File: config.mk
export PLATFORM = sky130hd
export DESIGN_NAME = lvds_frame_sequencer
export DESIGN_NICKNAME = d
export VERILOG_FILES = /design/src/rtl/lvds_frame_sequencer.sv
export SDC_FILE = /design/constraint.sdc
export NUM_CORES = 1
export LEC_CHECK = 0
export BUFFER_PORTS_ARGS = -buffer_cell sky130_fd_sc_hd__buf_2
export CORE_AREA = 2 2 112 114
export DETAILED_ROUTE_END_ITERATION = 10
export DIE_AREA = 0 0 114 116
export GPL_ROUTABILITY_DRIVEN = 0
export GPL_TIMING_DRIVEN = 0
export PLACE_DENSITY_LB_ADDON = 0.2
export SYNTH_ARGS = -nofsm -noshare
export SYNTH_HDL_FRONTEND = slang
export SYNTH_SLANG_ARGS = --single-unit
export TNS_END_PERCENT = 20
File: constraint.sdc
create_clock -name clk -period 4.88 [get_ports clk]
set_clock_uncertainty 0.05 [all_clocks]
set_input_delay 0.244 -clock clk [delete_from_list [all_inputs] [get_ports clk]]
set_output_delay 0.244 -clock clk [all_outputs]
set_load 0.01 [all_outputs]
File: src/rtl/lvds_frame_sequencer.sv
// Buffers I/Q samples in a small FIFO and paces formatted LVDS frames onto serializer
// slot boundaries, with hold interval, underrun retry, CW mode, abort/flush and tail frames.
module lvds_frame_sequencer #(
    parameter int IQ_WIDTH    = 13,
    parameter int HOLD_FRAMES = 8,
    parameter int FIFO_DEPTH  = 4,
    parameter int TAIL_FRAMES = 1,
    localparam int FRAME_W    = 2*IQ_WIDTH+6,
    localparam int LVL_W      = $clog2(FIFO_DEPTH)+1
) (
    input  logic                clk,
    input  logic                reset,
    input  logic                frame_strobe,
    input  logic                start,
    input  logic                abort,
    input  logic                cw_mode,
    input  logic                s_valid,
    output logic                s_ready,
    input  logic [IQ_WIDTH-1:0] s_i,
    input  logic [IQ_WIDTH-1:0] s_q,
    input  logic                s_last,
    output logic [FRAME_W-1:0]  tx_data,
    output logic                busy,
    output logic                done,
    output logic [7:0]          underrun_count,
    output logic [LVL_W-1:0]    fifo_level
);
    localparam int AW     = $clog2(FIFO_DEPTH);
    localparam int EW     = 2*IQ_WIDTH+1;
    localparam int CNT_W  = $clog2(HOLD_FRAMES+1);
    localparam int TAIL_W = $clog2(TAIL_FRAMES+1);

    localparam logic [CNT_W-1:0]    CNT_LAST  = CNT_W'(HOLD_FRAMES-1);
    localparam logic [TAIL_W-1:0]   TAIL_MAX  = TAIL_W'(TAIL_FRAMES);
    localparam logic [IQ_WIDTH-1:0] CW_VAL    = {1'b0, {(IQ_WIDTH-1){1'b1}}};
    localparam logic [FRAME_W-1:0]  GAP_FRAME = '0;
    localparam logic [FRAME_W-1:0]  END_FRAME = {2'b10, {(IQ_WIDTH+1){1'b0}}, 2'b01, {(IQ_WIDTH+1){1'b0}}};

    typedef enum logic [1:0] {IDLE, PREPARE, TRANSMIT, TAIL} state_t;

    function automatic logic [FRAME_W-1:0] data_frame(input logic [IQ_WIDTH-1:0] i_val,
                                                      input logic [IQ_WIDTH-1:0] q_val);
        return {2'b10, i_val, 1'b1, 2'b01, q_val, 1'b0};
    endfunction

    state_t             state, state_n;
    logic               frame_strobe_d, slot_q;
    logic               start_pend, abort_pend;
    logic               cw_lat, cw_n, last_lat, last_n;
    logic [CNT_W-1:0]   cnt, cnt_n;
    logic [TAIL_W-1:0]  tail, tail_n;
    logic [FRAME_W-1:0] tx_n;
    logic               done_n, pop, under_inc, start_clr, abort_clr, flush;

    logic [EW-1:0]      mem [FIFO_DEPTH];
    logic [AW-1:0]      wr_ptr, rd_ptr;
    logic [EW-1:0]      head;
    logic               push, fifo_empty;

    assign s_ready    = fifo_level < LVL_W'(FIFO_DEPTH);
    assign push       = s_valid & s_ready;
    assign fifo_empty = fifo_level == '0;
    assign head       = mem[rd_ptr];
    assign busy       = state != IDLE;

    // Sample storage carries no reset; validity is tracked by the pointers and level.
    always_ff @(posedge clk) begin
        if (push) mem[wr_ptr] <= {s_last, s_i, s_q};
    end

    always_ff @(posedge clk) begin
        if (reset || flush) begin
            wr_ptr     <= '0;
            rd_ptr     <= '0;
            fifo_level <= '0;
        end else begin
            if (push) wr_ptr <= wr_ptr + AW'(1);
            if (pop)  rd_ptr <= rd_ptr + AW'(1);
            fifo_level <= fifo_level + LVL_W'(push) - LVL_W'(pop);
        end
    end

    // The slot edge is registered, so frame and state changes land one cycle after detection.
    always_ff @(posedge clk) begin
        if (reset) begin
            state          <= IDLE;
            tx_data        <= '0;
            cnt            <= '0;
            tail           <= '0;
            cw_lat         <= 1'b0;
            last_lat       <= 1'b0;
            done           <= 1'b0;
            underrun_count <= '0;
            frame_strobe_d <= 1'b0;
            slot_q         <= 1'b0;
            start_pend     <= 1'b0;
            abort_pend     <= 1'b0;
        end else begin
            state          <= state_n;
            tx_data        <= tx_n;
            cnt            <= cnt_n;
            tail           <= tail_n;
            cw_lat         <= cw_n;
            last_lat       <= last_n;
            done           <= done_n;
            frame_strobe_d <= frame_strobe;
            slot_q         <= frame_strobe & ~frame_strobe_d;
            if (under_inc && underrun_count != 8'hFF)
                underrun_count <= underrun_count + 8'd1;
            if (start_clr)                    start_pend <= 1'b0;
            else if (start && state == IDLE)  start_pend <= 1'b1;
            if (abort_clr)                    abort_pend <= 1'b0;
            else if (abort && state != IDLE)  abort_pend <= 1'b1;
        end
    end

    always_comb begin
        state_n   = state;
        tx_n      = tx_data;
        cnt_n     = cnt;
        tail_n    = tail;
        cw_n      = cw_lat;
        last_n    = last_lat;
        done_n    = 1'b0;
        pop       = 1'b0;
        under_inc = 1'b0;
        start_clr = 1'b0;
        abort_clr = 1'b0;
        flush     = 1'b0;
        if (slot_q) begin
            case (state)
                IDLE: begin
                    tx_n = GAP_FRAME;
                    if (start_pend) begin
                        start_clr = 1'b1;
                        cw_n      = cw_mode;
                        cnt_n     = '0;
                        state_n   = PREPARE;
                    end
                end
                PREPARE: begin
                    if (abort_pend) begin
                        tx_n    = END_FRAME;
                        tail_n  = TAIL_W'(1);
                        state_n = TAIL;
                    end else if (cnt != CNT_LAST) begin
                        tx_n  = GAP_FRAME;
                        cnt_n = cnt + CNT_W'(1);
                    end else if (cw_lat) begin
                        tx_n    = data_frame(CW_VAL, CW_VAL);
                        state_n = TRANSMIT;
                    end else if (!fifo_empty) begin
                        pop     = 1'b1;
                        tx_n    = data_frame(head[2*IQ_WIDTH-1:IQ_WIDTH], head[IQ_WIDTH-1:0]);
                        last_n  = head[EW-1];
                        state_n = TRANSMIT;
                    end else begin
                        // Underrun: hold the counter so the next slot retries the pop.
                        tx_n      = GAP_FRAME;
                        under_inc = 1'b1;
                    end
                end
                TRANSMIT: begin
                    if (abort_pend || (!cw_lat && last_lat)) begin
                        tx_n    = END_FRAME;
                        tail_n  = TAIL_W'(1);
                        state_n = TAIL;
                    end else begin
                        tx_n    = GAP_FRAME;
                        cnt_n   = '0;
                        state_n = PREPARE;
                    end
                end
                TAIL: begin
                    if (tail < TAIL_MAX) begin
                        tx_n   = END_FRAME;
                        tail_n = tail + TAIL_W'(1);
                    end else begin
                        tx_n      = GAP_FRAME;
                        state_n   = IDLE;
                        done_n    = 1'b1;
                        abort_clr = 1'b1;
                        flush     = abort_pend;
                    end
                end
                default: state_n = IDLE;
            endcase
        end
    end
endmodule
==> results_dict.tcl, run 1 <==
set metrics [dict create \
    peakVddDrop_mv 0.2697 \
    synth-simple-area-share_pct 10.24 \
    dpl.hpwl_mm 7.856 \
    coreArea_um2 11910 \
    post_drt_wl_per_cell_um 17.53 \
    syn-cell-area_um2 6475 \
    syn_area_per_cell_um2 14.58 \
    clk_latency_ns 0.43 \
    final_hold_viol_count 0 \
    startpoint "cnt[0]" \
    fin_tns_setup_ns 0 \
    ys_async_sr_fraction_pct 0 \
    power.switching_mw 0.7872 \
    gr-usage-all-layers_pct 20.87 \
    p_per_area_nw_per_um2 428.2 \
    final_area_um2 7921 \
    hold_ws_ns 0.003566 \
    cts_buffers 17 \
    clockBufferDepth 2 \
    switching_share_pct 23.20 \
    htreeDepth 4 \
    worstReg2RegEnd "fifo_level[2]" \
    cp-end-kind "flop" \
    mostFrequentLayoutCells "edfxtp_1, buf_2, dfxtp_1, nor2_1, nand2_1" \
    synth-compound-area-share_pct 6.029 \
    cts_resized 0 \
    crit_arrival_ns 3.19 \
    num_vias 4028 \
    synth_xor_area_share_pct 0.5411 \
    post-route-min-period_ns 2.924 \
    grt_max_degree 28 \
    crit_end "fifo_level[2]" \
    grt_pass1_wl_mm 20.50 \
    fmax_mhz 342.1 \
    tightest_slew_ns 0.7852 \
    slew_headroom_pct 47.22 \
    cts_setup_buffers 0 \
    firstDrtPassIters 5 \
    antenna_found_initial 0 \
    cts_root_buffer "clkbuf_16" \
    post-route-drc-count 0 \
    start_util_pct 54.36 \
    drtIter0Drc 328 \
    p_int_mw 2.605 \
    cp_max_fo 7 \
    synth_top_family_by_area "multiplexers" \
    worst-setup-path-type "flop to flop" \
    synth_warnings 0 \
    synth_cells 444 \
    placed_cell_area_um2 7052 \
    ys_ff_latch 167 \
    clk_pin_slew_ns 0.06 \
    ys.flop_type "edfxtp_1" \
    regToRegStartpoint "cnt[0]" \
    required_ns 5.15 \
    num-fill-cells 868 \
    yosysSeqAreaShare_pct 68.33 \
    rrSetupSlack_ns 1.96 \
    grt_setup_unrepaired "no" \
    fin_crit_sh_pct 59.91 \
    final_common_cell "edfxtp_1" \
    die_y_um 116 \
    finalSetupViolations 0 \
    synth_edf_count 108 \
    hold_path_depth 1 \
    pwr-share-clk_pct 41.0 \
    cts_tree "done" \
    ant_nets 0 \
    fp.dieW_um 114 \
    viasPerCell 5.541 \
    num_rows 40 \
    hp-class "input port to flop" \
    nets 610 \
    p_leak_nw 2.900 \
    synth_fa_ha_area_share_pct 1.855 \
    start_kind "flop" \
    outcome "completed" \
    drive_above_1_share_pct 25.69 \
    syn_to_final_growth_pct 22.34 \
    die_area_um2 13220 \
    pwr-share-seq_pct 49.8 \
    slew_violations 0 \
    power_frac_comb_pct 9.2 \
    maxCapViolations 0 \
    ios 80 \
    rr_worst_depth 10 \
    wl_mm 12.75 \
    gr-total-overflow 0 \
    grt_pass1_vias 4091 \
    muxShareOfSynthArea_pct 10.47 \
    synth_cell_types 49 \
    power_mw 3.392 \
    antennaDiodeCount 0 \
    clock-sinks 167 \
    portBuffers 76 \
]
power by group through the flow:
stage / clock network (mW) / logic (mW) / registers [mW]
floorplan: 0 / 0.197 / 1.71
global placement: 0 / 0.291 / 1.71
detailed placement: 0 / 0.298 / 1.72
CTS: 1.40 / 0.316 / 1.69
global route: 1.46 / 0.347 / 1.70
finish: 1.39 / 0.311 / 1.69
through the flow:
stage / cells / utilization (%) / setup slack [ns]
after floorplan: 446 / - / 2.334
after detailed placement: 669 / 59.20 / 1.965
after global placement: 669 / 59.16 / 2.006
after global routing: 727 / 66.50 / 1.686
final: 727 / 66.50 / 1.956
after CTS: 727 / 66.50 / 1.919
sequential cells by signal, indices dropped and copies added, names as in the netlist, named ones only:
signal,flops
mem,108
done,1
underrun_count,8
abort_pend,1
frame_strobe_d,1
fifo_level,3
rd_ptr,2
last_lat,1
slot_q,1
cw_lat,1
state,2
tail,1
start_pend,1
tx_data,28
wr_ptr,2
cnt,4
Yosys cell counts (6+ instances only):
library cell	instances	share of area [%]
a21oi_1	17	1.3
nand2_1	29	1.7
dfxtp_1	59	18
nand3_1	8	0.62
or4_1	6	0.70
mux4_2	27	9.4
nor2b_1	8	0.77
mux2i_1	7	1.1
ha_1	8	1.5
and2_1	7	0.68
clkbuf_1	19	1.1
o21ai_0	26	2.0
edfxtp_1	108	50
nor2_1	45	2.6
inv_1	10	0.58
worst min-delay path by stage:
stage	startpoint	to	slack (ns)
after floorplan	s_q[0]	mem[0][0]	0.29
after global placement	frame_strobe_d	slot_q	0.33
after detailed placement	frame_strobe_d	slot_q	0.33
after CTS	s_q[3]	mem[1][3]	0.001
after global routing	s_q[3]	mem[3][3]	0.008
final	s_q[3]	mem[3][3]	0.004
cell families after synthesis:
family,Yosys count
AOI/OAI and AO/OA,65
muxes,34
adders and majority gates,9
xor gates and xnor gates,4
and+or+nand+nor,128
DFF,167
other,1
buffers and inverters,36
metal layers:
metal | global-route usage (%) | vias up | wire length [µm]
li1 | - | 1901 | -
met1 | 25.36 | 2007 | 5339
met2 | 36.15 | 104 | 6647
met3 | 4.707 | 16 | 558
met4 | 9.024 | 0 | 201
met5 | 0 | - | 0
repair_timing:
| action | 4_1_cts | 5_1_grt |
|---|---|---|
| hold buffers | 26 | 0 |
| endpoints found under the hold margin | 104 | 0 |
| endpoints found under the setup margin | 0 | 0 |
critical path: stages (launching register included):
cell and delay, ns:
dfxtp_1 0.38, ha_1 0.20, nand3b_1 0.23, nor4_2 0.76
ha_1 0.25, inv_1 0.04, ha_1 0.18, fa_1 0.37
xnor2_1 0.17, xnor2_1 0.13, nor2_1 0.05
final cells by class:
| class | instances | area [µm²] | area share (%) |
|---|---|---|---|
| Clock inverter | 12 | 162.7 | 2.053 |
| Tap cell | 147 | 183.9 | 2.322 |
| Multi-Input combinational cell | 243 | 1903 | 24.02 |
| Inverter | 10 | 37.54 | 0.4739 |
| Timing Repair Buffer | 102 | 640.6 | 8.087 |
| Clock buffer | 20 | 446.7 | 5.639 |
| Buffer | 26 | 122.6 | 1.548 |
| Sequential cell | 167 | 4424 | 55.85 |
Power figures use the tool's default switching activity.
==> run 2, diff against run 1 <==
- clock period: 4.88 -> 2.9 ns (I/O delays scaled with it)
==> run 2 against run 1 <==
Compared with the run above: cell area up 1.0%; fmax increased by 15%; count of clock-buffer cells in the layout is the same; power grew 69%; combinational power up 71%; global-route usage rose by 0.080 points; die area stayed put; register-to-register slack got worse by 1.6 ns; sequential cell count unchanged; wire length up 0.43%.
==> results_dict.tcl, run 2 (synthesized netlist as in run 1, its figures left out) <==
set metrics [dict create \
    num_rows 40 \
    peakVddDrop_mv 0.4554 \
    top_regs "mem (108), tx_data (28), underrun_count (8)" \
    placed_cell_area_um2 7052 \
    regToRegStartpoint "cnt[0]" \
    drive_above_1_share_pct 25.85 \
    cp-end-kind "flop" \
    mostFrequentLayoutCells "edfxtp_1, buf_2, dfxtp_1, nor2_1, dlygate4sd3_1" \
    cts_buffers 17 \
    portBuffers 76 \
    maxCapViolations 0 \
    p_leak_nw 2.938 \
    cts_tree "done" \
    worst-setup-path-type "flop to flop" \
    die_y_um 116 \
    hp-class "input port to flop" \
    worstReg2RegEnd "fifo_level[2]" \
    slew_violations 0 \
    die_area_um2 13220 \
    start_util_pct 54.36 \
    drtIter0Drc 279 \
    gr-total-overflow 0 \
    grt.busiest_layer "met2" \
    critPathBufInv 1 \
    grt_pass1_vias 4128 \
    final_area_um2 8003 \
    grt_max_degree 28 \
    p_int_mw 4.388 \
    viasPerCell 5.536 \
    crit_chain "ha_1, nand3b_1, nor4_4, ha_1, inv_1, ha_1, fa_1, xnor2_1, xnor2_1, nor2_1" \
    critPathTopFamily "adder cells" \
    switching_share_pct 23.25 \
    start_kind "flop" \
    fin_tns_setup_ns 0 \
    grt_setup_unrepaired "no" \
    clk_latency_ns 0.43 \
    post_drt_wl_per_cell_um 17.42 \
    clk_pin_slew_ns 0.06 \
    largest_reg_flops 108 \
    whs_endpoint "frame_strobe_d" \
    dpl.hpwl_mm 7.856 \
    pwr-share-seq_pct 49.7 \
    hold_ws_ns 0.2196 \
    antennaDiodeCount 0 \
    tightest_slew_ns 0.7717 \
    nets 618 \
    htreeDepth 4 \
    critPathSlowestCell "nor4_4" \
    power_frac_comb_pct 9.3 \
    ant_nets 0 \
    fp.dieW_um 114 \
    rrSetupSlack_ns 0.35 \
    coreArea_um2 11910 \
    power.switching_mw 1.329 \
    hold_path_depth 3 \
    slowest_delay_ns 0.41 \
    firstDrtPassIters 7 \
    slew_headroom_pct 48.55 \
    finalSetupViolations 0 \
    final_common_cell "edfxtp_1" \
    grt_pass1_wl_mm 20.60 \
    rr_worst_depth 10 \
    regMostFlops "mem" \
    cp_max_fo 6 \
    crit_path_frequent_cell "ha_1" \
    fmax_mhz 391.8 \
    met3_usage_pct 4.707 \
    outcome "completed" \
    post-route-min-period_ns 2.552 \
    post-route-drc-count 0 \
    ios 80 \
    num_vias 4069 \
    p_per_area_nw_per_um2 714.4 \
    wl_mm 12.80 \
    clock-sinks 167 \
    antenna_found_initial 0 \
    pwr-share-clk_pct 41.0 \
    required_ns 3.16 \
    worstHoldStart "reset" \
    grt.met1_usage_pct 25.39 \
    clockBufferDepth 2 \
    syn_to_final_growth_pct 23.59 \
    crit_arrival_ns 2.82 \
    use_met2_pct 36.39 \
    final_hold_viol_count 0 \
    cts_root_buffer "clkbuf_16" \
    fin_crit_sh_pct 88.01 \
    gr-usage-all-layers_pct 20.95 \
]
[run 2: cell count changes in the layout (fill, tap and decap cells not counted), sizes merged]
cell	change
dlygate4sd3	+5
buf	+3
[run 2: worst min-delay path: stages]
cell and delay (ns):
buf_2 0.11, clkbuf_1 0.22, nor2b_1 0.18
[run 2: power groups by stage]
stage	Clock, mW	Sequential (mW)	Combinational (mW)
2_1_floorplan	0	2.87	0.331
3_3_place_gp	0	2.88	0.489
3_5_place_dp	0	2.90	0.501
4_1_cts	2.35	2.85	0.541
5_1_grt	2.45	2.86	0.593
6_report	2.34	2.84	0.531
[run 2: what timing repair did]
action | 4_1_cts | 5_1_grt
pin swaps | 0 | 1
gates resized for setup | 1 | 0
setup endpoints to repair | 1 | 1
hold buffers | 31 | 0
hold endpoints to repair | 112 | 0
setup buffers | 0 | 3
[run 2: per-layer routing]
metal | part of all wire [%] | wire (µm)
met5 | 0 | 0
met2 | 52 | 6652
met3 | 4.4 | 557
met4 | 1.5 | 193
met1 | 42 | 5398
[run 2: stage by stage]
stage / power [mW] / util [%] / setup WS [ns] / cells
after detailed placement: 3.397 / 59.20 / -0.01481 / 669
after global routing: 5.906 / 67.18 / 0.1120 / 735
after floorplan: 3.206 / - / 0.3545 / 446
after global placement: 3.372 / 59.16 / 0.02647 / 669
final: 5.717 / 67.18 / 0.3477 / 735
after CTS: 5.738 / 67.00 / 0.1397 / 732
[run 2: worst max-delay path by stage]
stage                      start            end  cells after the start
after floorplan           cnt[0]  fifo_level[2]                     10
final                     cnt[0]  fifo_level[2]                     10
after CTS                 cnt[0]  fifo_level[2]                     10
after detailed placement  cnt[0]  fifo_level[2]                     10
after global routing      cnt[0]  fifo_level[2]                     10
after global placement    cnt[0]  fifo_level[2]                     10
[run 2: area by class of cell]
class	instances	area, µm²
Clock buffer	20	446.7
Buffer	26	122.6
Inverter	10	37.54
Multi-Input combinational cell	243	1912
Fill cell	862	3909
Sequential cell	167	4424
Clock inverter	12	162.7
Tap cell	147	183.9
Timing Repair Buffer	110	713.2
